--- config.mk ---
export PLATFORM = sky130hd
export DESIGN_NAME = multicycle_control
export DESIGN_NICKNAME = d
export VERILOG_FILES = /design/src/rtl/multicycle_control.sv
export SDC_FILE = /design/constraint.sdc
export NUM_CORES = 1
export LEC_CHECK = 0
export ABC_AREA = 1
export CAP_MARGIN = 5
export CELL_PAD_IN_SITES_DETAIL_PLACEMENT = 0
export CELL_PAD_IN_SITES_GLOBAL_PLACEMENT = 1
export CORE_MARGIN = 5
export CORE_UTILIZATION = 39
export CTS_BUF_LIST = sky130_fd_sc_hd__clkbuf_8
export DETAILED_ROUTE_END_ITERATION = 6
export PLACE_DENSITY = 0.88
export SLEW_MARGIN = 10
export SYNTH_ARGS = -nofsm -noshare
export SYNTH_HDL_FRONTEND = slang
export SYNTH_SLANG_ARGS = --single-unit
export TNS_END_PERCENT = 20
--- constraint.sdc ---
create_clock -name clk -period 3.65 [get_ports clk]
set_input_delay 0.9125 -clock clk [delete_from_list [all_inputs] [get_ports clk]]
set_output_delay 0.9125 -clock clk [all_outputs]
set_load 0.1 [all_outputs]
--- src/rtl/multicycle_control.sv ---
// Multicycle control FSM for a small RISC-V subset (R add/sub/and/or, LD, SD, BEQ).
// Sequences FETCH/DECODE/EXEC/MEM/WB and drives the datapath strobes.
// Most outputs come straight from registers. The combinational outputs are
// ir_write (imem_ack), pc_src (zero) and the store-completion pc_write (dmem_ack).
// The store's final cycle is the dmem_ack cycle, so that is the only cycle in
// which its PC update can fall.
module multicycle_control #(
    parameter int CNT_W = 16
) (
    input  logic             clk,
    input  logic             reset,
    input  logic [6:0]       opcode,
    input  logic [2:0]       funct3,
    input  logic             funct7b30,
    input  logic             zero,
    input  logic             imem_ack,
    input  logic             dmem_ack,
    output logic             imem_req,
    output logic             ir_write,
    output logic             pc_write,
    output logic             pc_src,
    output logic             alu_src,
    output logic [3:0]       alu_cnt,
    output logic             reg_write,
    output logic             mem_read,
    output logic             mem_write,
    output logic             mem_to_reg,
    output logic [2:0]       state,
    output logic             illegal,
    output logic [CNT_W-1:0] instr_count
);

    typedef enum logic [2:0] {
        S_FETCH  = 3'd0,
        S_DECODE = 3'd1,
        S_EXEC   = 3'd2,
        S_MEM    = 3'd3,
        S_WB     = 3'd4,
        S_TRAP   = 3'd7
    } state_t;

    typedef enum logic [1:0] {C_R, C_LD, C_SD, C_BEQ} cls_t;

    localparam logic [6:0]       OP_R    = 7'b0110011;
    localparam logic [6:0]       OP_LD   = 7'b0000011;
    localparam logic [6:0]       OP_SD   = 7'b0100011;
    localparam logic [6:0]       OP_BEQ  = 7'b1100011;
    localparam logic [CNT_W-1:0] CNT_ONE = {{(CNT_W-1){1'b0}}, 1'b1};

    state_t     st;
    cls_t       cls;
    logic       pc_write_q;

    logic       dec_legal;
    cls_t       dec_cls;
    logic [3:0] dec_alu;
    logic       dec_src;

    // Instruction decode; only sampled into registers in DECODE.
    always_comb begin
        dec_legal = 1'b1;
        dec_cls   = C_R;
        dec_alu   = 4'b0010;
        dec_src   = 1'b0;
        case (opcode)
            OP_R: begin
                case ({funct3, funct7b30})
                    4'b0000: dec_alu = 4'b0010;
                    4'b0001: dec_alu = 4'b0110;
                    4'b1110: dec_alu = 4'b0000;
                    4'b1100: dec_alu = 4'b0001;
                    default: dec_legal = 1'b0;
                endcase
            end
            OP_LD: begin
                dec_cls = C_LD;
                dec_src = 1'b1;
            end
            OP_SD: begin
                dec_cls = C_SD;
                dec_src = 1'b1;
            end
            OP_BEQ: begin
                dec_cls = C_BEQ;
                dec_alu = 4'b0110;
            end
            default: dec_legal = 1'b0;
        endcase
    end

    // Main FSM: next state plus registered strobes for the state being entered.
    always_ff @(posedge clk or negedge reset) begin
        if (!reset) begin
            st          <= S_FETCH;
            cls         <= C_R;
            imem_req    <= 1'b0;
            pc_write_q  <= 1'b0;
            reg_write   <= 1'b0;
            mem_read    <= 1'b0;
            mem_write   <= 1'b0;
            mem_to_reg  <= 1'b0;
            alu_src     <= 1'b0;
            alu_cnt     <= 4'b0000;
            illegal     <= 1'b0;
            instr_count <= '0;
        end else begin
            // single-cycle strobes drop unless the next state re-asserts them
            pc_write_q <= 1'b0;
            reg_write  <= 1'b0;
            mem_to_reg <= 1'b0;
            case (st)
                S_FETCH: begin
                    imem_req <= 1'b1;
                    if (imem_req && imem_ack) begin
                        imem_req <= 1'b0;
                        st       <= S_DECODE;
                    end
                end
                S_DECODE: begin
                    if (dec_legal) begin
                        cls        <= dec_cls;
                        alu_cnt    <= dec_alu;
                        alu_src    <= dec_src;
                        pc_write_q <= (dec_cls == C_BEQ);
                        st         <= S_EXEC;
                    end else begin
                        illegal <= 1'b1;
                        st      <= S_TRAP;
                    end
                end
                S_EXEC: begin
                    case (cls)
                        C_R: begin
                            reg_write  <= 1'b1;
                            pc_write_q <= 1'b1;
                            st         <= S_WB;
                        end
                        C_LD: begin
                            mem_read <= 1'b1;
                            st       <= S_MEM;
                        end
                        C_SD: begin
                            mem_write <= 1'b1;
                            st        <= S_MEM;
                        end
                        default: begin
                            imem_req    <= 1'b1;
                            instr_count <= instr_count + CNT_ONE;
                            st          <= S_FETCH;
                        end
                    endcase
                end
                S_MEM: begin
                    if (dmem_ack) begin
                        mem_read  <= 1'b0;
                        mem_write <= 1'b0;
                        if (cls == C_LD) begin
                            reg_write  <= 1'b1;
                            mem_to_reg <= 1'b1;
                            pc_write_q <= 1'b1;
                            st         <= S_WB;
                        end else begin
                            imem_req    <= 1'b1;
                            instr_count <= instr_count + CNT_ONE;
                            st          <= S_FETCH;
                        end
                    end
                end
                S_WB: begin
                    imem_req    <= 1'b1;
                    instr_count <= instr_count + CNT_ONE;
                    st          <= S_FETCH;
                end
                default: begin
                    // TRAP and the unused encodings: everything quiet until reset
                    imem_req  <= 1'b0;
                    mem_read  <= 1'b0;
                    mem_write <= 1'b0;
                    st        <= S_TRAP;
                end
            endcase
        end
    end

    assign state    = st;
    assign ir_write = (st == S_FETCH) && imem_req && imem_ack;
    assign pc_src   = (st == S_EXEC) && (cls == C_BEQ) && zero;
    assign pc_write = pc_write_q || ((st == S_MEM) && (cls == C_SD) && dmem_ack);

endmodule

==> impl_metrics.yaml <==
grt:
  grt_max_degree: 33
  track_usage_pct: 15.35
  grt_overflow: 0
  grt_antenna_before_repair: 0
  grt_pass1_wl_um: 7983
  grt_pass1_vias: 1787
floorplanning:
  io_pins: 49
  initial_core_util_pct: 39.48
  die_w_um: 81.45
  die_area_um2: 6633
  fp.dieH_um: 81.45
  rows: 26
  coreArea_um2: 5042
setup_path:
  worst_ep_arrival_time_ns: 1.83
  slowest_stage: "clkdlybuf4s50_1"
  cp-end-kind: "output pin"
  cp.buffers_inverters: 2
  start_kind: "input pin"
  cp_cell_sequence: "clkdlybuf4s50_1 -> nand2_1 -> nor2_1 -> buf_12"
  crit_required_ns: 2.74
  cp_max_fo: 2
  critPathMaxStageDelay_ns: 0.45
  crit_family: "buffers and inverters"
  critPathKind: "in -> out"
run_status:
  outcome: "finished, final reports clean"
routing:
  vias: 1883
  ant_nets: 0
  drtIter0Drc: 96
  via_per_inst: 4.649
  drc_errors: 0
  wirelength_um: 4568
  wire_per_inst_um: 11.28
  firstDrtPassIters: 4
sta:
  fin_hold_ws_ns: 0.4675
  clock-skew-final_ns: 0.004970
  fmax_ghz: 0.3649
  period_needed_ns: 2.741
  worstMarginPinSlew_ns: 0.9697
  setup_viol: 0
  finalCritPeriodShare_pct: 75.08
  finalMaxSlewViolations: 0
  setup_tns_ns: 0
  final-hold-violation-count: 0
  relSlewSlack_pct: 35.15
  rsz0062_at_grt: "false"
cts:
  clk_root_buffer_cell: "clkbuf_8"
  cts_resized: 0
  hold_buffers: 0
  insertion_delay_ns: 0.29
  post_cts_buffers: 0
  cts_tree: "built"
  htreeDepth: 2
  cts.sinks: 32
  clockBufferDepth: 2
  cts_made_buffers: 5
  clk_pin_slew_ns: 0.07
synth:
  synth.largest_area_cell: "dfrtp_1"
  synth_ff_type: "dfrtp_1"
  ys_warn_count: 0
  synthCells: 282
  synthesis.nets: 304
  synth_most_common_cell: "nand2_1"
  async_flop_share_pct: 100.0
  ys_seq_area_share_pct: 40.23
  synth_edf_count: 0
  yosys-top-cells-count: "nand2_1 (104), inv_1 (34), dfrtp_1 (32), nor2_1 (29), nand3_1 (19)"
  avgSynthCellArea_um2: 7.059
  synth.cell_area_um2: 1991
  synth_area_leaders: "dfrtp_1 (40%), nand2_1 (20%), inv_1 (6.4%)"
  synth.distinct_cells: 24
  ys_seq_elements: 32
  synth_top_area_share_pct: 40.23
power:
  leakage_nw: 1.309
  peakVddDrop_v: 0.0001293
  p_per_area_nw_per_um2: 295.6
placed_design:
  place_area_um2: 2489
  dpl.cell_count: 397
  io_buffers: 47
  place_hpwl_um: 3487
  place_congestion: 0.8096
layout:
  final_cells: 405
  drive_above_1_share_pct: 15.82
  fill_cells: 508
  regMostFlops: "instr_count"
  antennaDiodeCount: 0
  layout.nets: 356
  largest_reg_flops: 16
  design_area_um2: 2615
  utilization_pct: 51.86
  syn_to_final_growth_pct: 31.36
hold_path:
  hold_class: "reg -> reg"
job:
  cap_violations: 0
-- layout make-up --
class | instances | area (µm²) | area share [%]
flip-flops and latches | 32 | 800.8 | 30.62
multi-input cells | 212 | 1028 | 39.33
clock inverters | 1 | 30.03 | 1.148
inverters | 35 | 131.4 | 5.024
repair buffers | 48 | 440.4 | 16.84
well taps | 70 | 87.58 | 3.349
clock buffers | 7 | 96.34 | 3.684
-- power by group --
part	total [W]	switching [W]	leakage (nW)	internal (W)
registers	0.000354	0	0.405	0.000354
clock network	0.000381	0.000140	0.0645	0.000241
logic	0.0000372	0.0000200	0.839	0.0000172
total	0.000773	0.000160	1.31	0.000613
-- tightest hold or removal path: stages, from the launching register on --
cell and delay, ns:
dfrtp_1 0.34, nand2_1 0.05, nand2_1 0.05
-- path summary, 6_finish.rpt --
kind                                        startpoint                          end  slack [ns]  cells past startpoint
max in group asynchronous                        reset          reg_write$_DFF_PN0_        2.33                      2
worst max register to register      cls[1]$_DFFE_PN0P_   instr_count[6]$_DFFE_PN0P_        1.99                      8
worst min register to register  alu_cnt[2]$_DFFE_PN0P_       alu_cnt[2]$_DFFE_PN0P_        0.47                      2
worst min-delay path            alu_cnt[2]$_DFFE_PN0P_       alu_cnt[2]$_DFFE_PN0P_        0.47                      2
worst max-delay path                          imem_ack                     ir_write        0.91                      4
min in group asynchronous                        reset  instr_count[10]$_DFFE_PN0P_        1.02                      2
-- kinds of logic after synthesis --
logic type               Yosys count  share of synthesized area (%)
XOR/XNOR                           7                          3.080
AO/OA/AOI/OAI                     18                          5.406
flip-flops                        32                          40.23
other                              1                         0.1884
AND/OR/NAND/NOR                  180                          39.22
adder cells (fa/ha/maj)            6                          3.771
buffers and inverters             38                          8.108
-- metrics by stage --
| stage | power, W | setup slack (ns) |
|---|---|---|
| after floorplan | 0.0003735 | 0.1750 |
| after global placement | 0.0003991 | 0.9268 |
| after detailed placement | 0.0003994 | 0.9101 |
| after CTS | 0.0007830 | 0.9025 |
| after global routing | 0.0008045 | 0.8417 |
| final | 0.0007729 | 0.9094 |
-- cells in the final DEF, fill, tap and decap left out --
master,count
clkdlybuf4s50_1,22
nand2_1,104
nor2_1,29
xor2_1,4
o21ai_0,8
buf_12,2
nor2_4,1
inv_1,34
clkbuf_8,7
a21o_1,1
a21oi_1,5
o21ai_2,3
dfrtp_1,32
nor3_1,5
ha_1,6
conb_1,1
nand2_2,4
inv_2,1
nand3_1,19
bufinv_16,1
nand3_2,3
buf_4,24
xnor2_1,3
nand4_1,8
a31o_2,1
nand3b_1,1
nor2_2,6
-- routing by layer --
metal  track usage, %  share of wire, %
met4            6.588               1.9
met5                0                 0
met2            24.59                46
met3            2.961               5.6
met1            20.14                46
No activity file was read; power rests on OpenSTA's default activity.
